===== src/rtl/fifo_modport.sv =====
// Single-clock 32x32 FIFO with registered write-side status (full, almost-full,
// overflow pulse, occupancy, free level) and a same-clock read port for draining.
module fifo_modport #(
    parameter int DATA_WIDTH = 32,
    parameter int DEPTH      = 32,
    parameter int ADDR_WIDTH = 5
) (
    input  logic                  wclk,
    input  logic                  hw_rst_n,
    input  logic                  mem_rst,
    input  logic                  sw_rst,
    input  logic [DATA_WIDTH-1:0] wdata,
    input  logic                  write_enable,
    input  logic [ADDR_WIDTH-1:0] afull_value,
    input  logic                  read_enable,
    output logic [DATA_WIDTH-1:0] rdata,
    output logic                  rempty,
    output logic                  wfull,
    output logic                  wr_almost_ful,
    output logic                  overflow,
    output logic [ADDR_WIDTH:0]   fifo_write_count,
    output logic [ADDR_WIDTH:0]   wr_level
);

    localparam logic [ADDR_WIDTH:0]   C_DEPTH   = (ADDR_WIDTH + 1)'(DEPTH);
    localparam logic [ADDR_WIDTH:0]   C_CNT_ONE = (ADDR_WIDTH + 1)'(1);
    localparam logic [ADDR_WIDTH-1:0] C_PTR_ONE = ADDR_WIDTH'(1);

    logic [DATA_WIDTH-1:0] r_mem [DEPTH];
    logic [ADDR_WIDTH-1:0] r_wptr;
    logic [ADDR_WIDTH-1:0] r_rptr;
    logic [ADDR_WIDTH:0]   r_count;
    logic [ADDR_WIDTH:0]   r_level;
    logic [DATA_WIDTH-1:0] r_rdata;
    logic                  r_rempty;
    logic                  r_wfull;
    logic                  r_afull;
    logic                  r_overflow;

    logic                  w_full;
    logic                  w_empty;
    logic                  w_wr_acc;
    logic                  w_rd_acc;
    logic                  w_drop;
    logic [ADDR_WIDTH:0]   w_count_nxt;

    // Request semantics: a write is taken when write_enable is high and the FIFO
    // is not full at the edge, otherwise it is dropped and overflow pulses; a read
    // is taken when read_enable is high and the FIFO is not empty. No backpressure
    // beyond the status flags; sw_rst suppresses both requests.
    always_comb begin
        w_full      = (r_count == C_DEPTH);
        w_empty     = (r_count == '0);
        w_wr_acc    = write_enable && !w_full && !sw_rst;
        w_rd_acc    = read_enable && !w_empty && !sw_rst;
        w_drop      = write_enable && w_full && !sw_rst;
        w_count_nxt = r_count;
        case ({w_wr_acc, w_rd_acc})
            2'b10:   w_count_nxt = r_count + C_CNT_ONE;
            2'b01:   w_count_nxt = r_count - C_CNT_ONE;
            default: w_count_nxt = r_count;
        endcase
    end

    // The write is scheduled after the clear so it survives a same-cycle mem_rst.
    always_ff @(posedge wclk or negedge hw_rst_n) begin
        if (!hw_rst_n) begin
            for (int i = 0; i < DEPTH; i++) r_mem[i] <= '0;
        end else begin
            if (mem_rst) begin
                for (int i = 0; i < DEPTH; i++) r_mem[i] <= '0;
            end
            if (w_wr_acc) r_mem[r_wptr] <= wdata;
        end
    end

    always_ff @(posedge wclk or negedge hw_rst_n) begin
        if (!hw_rst_n) begin
            r_wptr     <= '0;
            r_rptr     <= '0;
            r_count    <= '0;
            r_level    <= C_DEPTH;
            r_rdata    <= '0;
            r_rempty   <= 1'b1;
            r_wfull    <= 1'b0;
            r_afull    <= 1'b0;
            r_overflow <= 1'b0;
        end else if (sw_rst) begin
            r_wptr     <= '0;
            r_rptr     <= '0;
            r_count    <= '0;
            r_level    <= C_DEPTH;
            r_rempty   <= 1'b1;
            r_wfull    <= 1'b0;
            r_afull    <= 1'b0;
            r_overflow <= 1'b0;
        end else begin
            if (w_wr_acc) r_wptr <= r_wptr + C_PTR_ONE;
            if (w_rd_acc) begin
                r_rptr  <= r_rptr + C_PTR_ONE;
                r_rdata <= r_mem[r_rptr];
            end
            r_count    <= w_count_nxt;
            r_level    <= C_DEPTH - w_count_nxt;
            r_rempty   <= (w_count_nxt == '0);
            r_wfull    <= (w_count_nxt == C_DEPTH);
            r_afull    <= (w_count_nxt >= {1'b0, afull_value});
            r_overflow <= w_drop;
        end
    end

    assign rdata            = r_rdata;
    assign rempty           = r_rempty;
    assign wfull            = r_wfull;
    assign wr_almost_ful    = r_afull;
    assign overflow         = r_overflow;
    assign fifo_write_count = r_count;
    assign wr_level         = r_level;

endmodule


===== config.mk =====
export PLATFORM = sky130hd
export DESIGN_NAME = fifo_modport
export DESIGN_NICKNAME = d
export VERILOG_FILES = /design/src/rtl/fifo_modport.sv
export SDC_FILE = /design/constraint.sdc
export NUM_CORES = 2
export LEC_CHECK = 0
export BUFFER_PORTS_ARGS = -buffer_cell sky130_fd_sc_hd__buf_2
export CORE_AREA = 2 2 363 257
export DETAILED_ROUTE_END_ITERATION = 16
export DIE_AREA = 0 0 365 259
export PLACE_DENSITY = 0.76
export SLEW_MARGIN = 10
export SYNTH_ARGS = -nofsm -noshare
export SYNTH_HDL_FRONTEND = slang
export SYNTH_SLANG_ARGS = --single-unit

===== constraint.sdc =====
create_clock -name wclk -period 5.2 [get_ports wclk]
set_clock_uncertainty 0.1 [all_clocks]
set_input_delay 1.04 -clock wclk [delete_from_list [all_inputs] [get_ports wclk]]
set_output_delay 1.04 -clock wclk [all_outputs]
set_load 0.05 [all_outputs]

==> qor.yml <==
crit_chain: "nor2_1 -> nand3_1 -> and2_1 -> nand2b_1 -> ha_1 -> ha_1 -> a211oi_1 -> nor3_1 -> nor4_1 -> nand2_1 -> or3_1 -> a21o_1"
clock-sinks: 1081
dieArea_um2: 94540
cts_max_path_buffers: 3
layout.cells.non_filler: 6645
yosys_most_used_dff: "dfrtp_1"
grt_pass1_wl_um: 228800
path_max_fanout: 9
synth_cell_types: 51
synth.area.top_cells: "dfrtp_1 50%, nand2b_1 12%, o21ai_0 9.8%, nand2_1 7.6%, mux4_2 5.7%"
rsz0062_at_grt: "no"
ir_drop_uv: 335.9
fin_nets: 5388
hold_path_class: "primary input to async pin"
ctsResizeCount: 0
yosys.area_share.adder: 0.004058
cp.arrival_ns: 4.37
cp-end-kind: "flip-flop"
drc: 0
num_io_pins: 91
drive_gt1_frac: 0.1124
synth_edf_count: 0
dp.cells: 6460
drt_first_pass_iters: 6
die_y_um: 259
cts.htree.levels: 3
cpPeakStageDelay_ns: 0.47
final-seq-area_um2: 27070
clkLatencyLatePin_ns: 0.71
p_leak_nw: 23.83
synth-simple-area-share: 0.2082
ant_nets: 0
cp_common_cell: "ha_1"
routed_wirelength_um: 143800
n_antenna_cell: 0
crit_required_ns: 5.72
core_um2: 91230
grt_util_met1: 0.4719
die_w_um: 365
cts-root-buf: "clkbuf_16"
fin_setup_tns_ns: 0
antenna_found_initial: 3
synth_top_area_frac: 0.4976
fillers: 7118
met3_usage: 0.05797
grt_max_degree: 180
synth-compound-area-share: 0.1240
synth_seq_cells: 1081
crit_buf_inv: 0
worstMarginPinSlew_ns: 1.066
ctsHoldBuffers: 0
avgRoutedWirePerCell_um: 21.65
hold_viol: 0
cts_made_buffers: 101
muxShareOfSynthArea: 0.1174
rows: 93
power.density_nw_per_um2: 339.2
syn_inst: 5571
synth.net_count: 5631
finalCritPeriodShare: 0.7409
post_cts_buffers: 0
tritoncts: "yes"
avgViaCountPerCell: 6.035
busiest_layer: "met1"
period_needed_ns: 3.853
grt_overflow: 0
multi_input_area_um2: 24930
status: "completed"
via_count: 40100
path_clk_slew_ns: 0.06
gp_congestion: 0.8564
drt_iter0_drc: 4430
ys_async_sr_fraction: 1.000
slew_headroom: 0.2896
power_mw: 19.94
syn2layout_area_growth_pct: 8.328
critPathLaunchType: "flip-flop"
syn_avg_cell_area_um2: 9.741
portBuffers: 90
final-setup-viol-count: 0
slowest_stage: "dfrtp_1"
yosys_warnings: 0
hpwl_um: 82940
synth_area_um2: 54270
grt_use_met2: 0.4545
max_freq_mhz: 259.6
grt_pass1_vias: 39770
path_class: "flip-flop to flip-flop"
synthXorXnorAreaFrac: 0.002098
yosys.area.top_type: "dfrtp_1"
synth_top_family_by_area: "simple AND/OR/NAND/NOR gates"
critical_path.top_delay_family: "simple AND/OR/NAND/NOR gates"
max-cap-violations: 0
start_util: 0.5949
drv_slew: 0
ys_seq_area_frac: 0.4985
grt_usage: 0.3091
## stage by stage
stage	instance area (um2)	utilization	worst slack (ns)	hold WS, ns
2_1_floorplan	54270	-	1.160	0.4097
3_3_place_gp	55220	0.6053	1.178	0.3622
3_5_place_dp	55220	0.6053	1.139	0.3700
4_1_cts	58790	0.6444	1.418	0.2739
5_1_grt	58790	0.6444	1.098	0.3009
6_report	58790	0.6444	1.347	0.2653
## cell type report
class | instances | share of cell area
clock inverters | 46 | 0.01088
clock buffers | 139 | 0.04974
well taps | 1235 | 0.02629
inverters | 12 | 0.0007662
multi-input cells | 3948 | 0.4240
flip-flops and latches | 1081 | 0.4604
repair buffers | 184 | 0.02788
## layout by cell type (no fill, tap or decap), types with 19 or more instances in the layout
cell	netlist	final
a221oi_1	65	65
a22o_1	32	32
buf_12	1	37
buf_2	133	88
buf_4	10	57
clkbuf_16	0	104
clkbuf_8	0	19
clkinv_2	0	23
dfrtp_1	1079	1074
mux2_2	64	64
mux2i_1	196	196
mux4_1	23	23
mux4_2	137	137
nand2_1	1098	1098
nand2b_1	1028	1026
nand3_1	35	35
nor2_1	26	24
nor2_4	0	34
o21ai_0	1060	1060
o21ai_1	32	32
o221ai_1	32	32
## metal layers
layer / part of all wire / wire length [um]
met1: 0.46 / 65510
met2: 0.44 / 63220
met3: 0.078 / 11230
met4: 0.027 / 3846
met5: 0.00021 / 30
## cells in the mapped netlist (all sizes together), types with 6 or more instances
cell type     n
buf         187
o221ai       32
a21oi        11
clkbuf      343
inv          12
ha           16
mux2         64
nand2b     1028
nor2         58
nand2      1098
o21ai      1092
xor2          8
a22o         32
a221oi       65
mux2i       196
dfrtp      1079
nor2b         6
nand3        39
mux4        160
## path summary, 6_finish.rpt
path,from,end,slack (ns),cells after the start
max,wr_level[0],wr_level[5],1.35,12
min,hw_rst_n,r_mem[123],0.27,1
max reg2reg,wr_level[0],wr_level[5],1.35,12
min reg2reg,rdata[27],rdata[27],0.38,2
max in group asynchronous,hw_rst_n,rdata[5],3.54,2
min in group wclk,rdata[27],rdata[27],0.38,2
## cells by family after synthesis
logic type      Yosys count
compound gates         1241
xor+xnor                 13
fa+ha+maj                17
buf+inv                 542
flops                  1081
mux                     420
simple gates           2257
## state kept, by name, indices dropped and copies added (netlist names)
name              count
fifo_write_count      5
overflow              1
r_mem              1024
r_rptr                5
r_wptr                5
rdata                32
rempty                1
wfull                 1
wr_almost_ful         1
wr_level              6
## power by group
| part | switching, mW | total [mW] | internal (mW) |
|---|---|---|---|
| Combinational | 1.97 | 3.19 | 1.22 |
| Sequential | 0.184 | 8.73 | 8.55 |
| Clock | 3.34 | 8.01 | 4.68 |
Note: power is estimated with default switching activity, not from simulation.
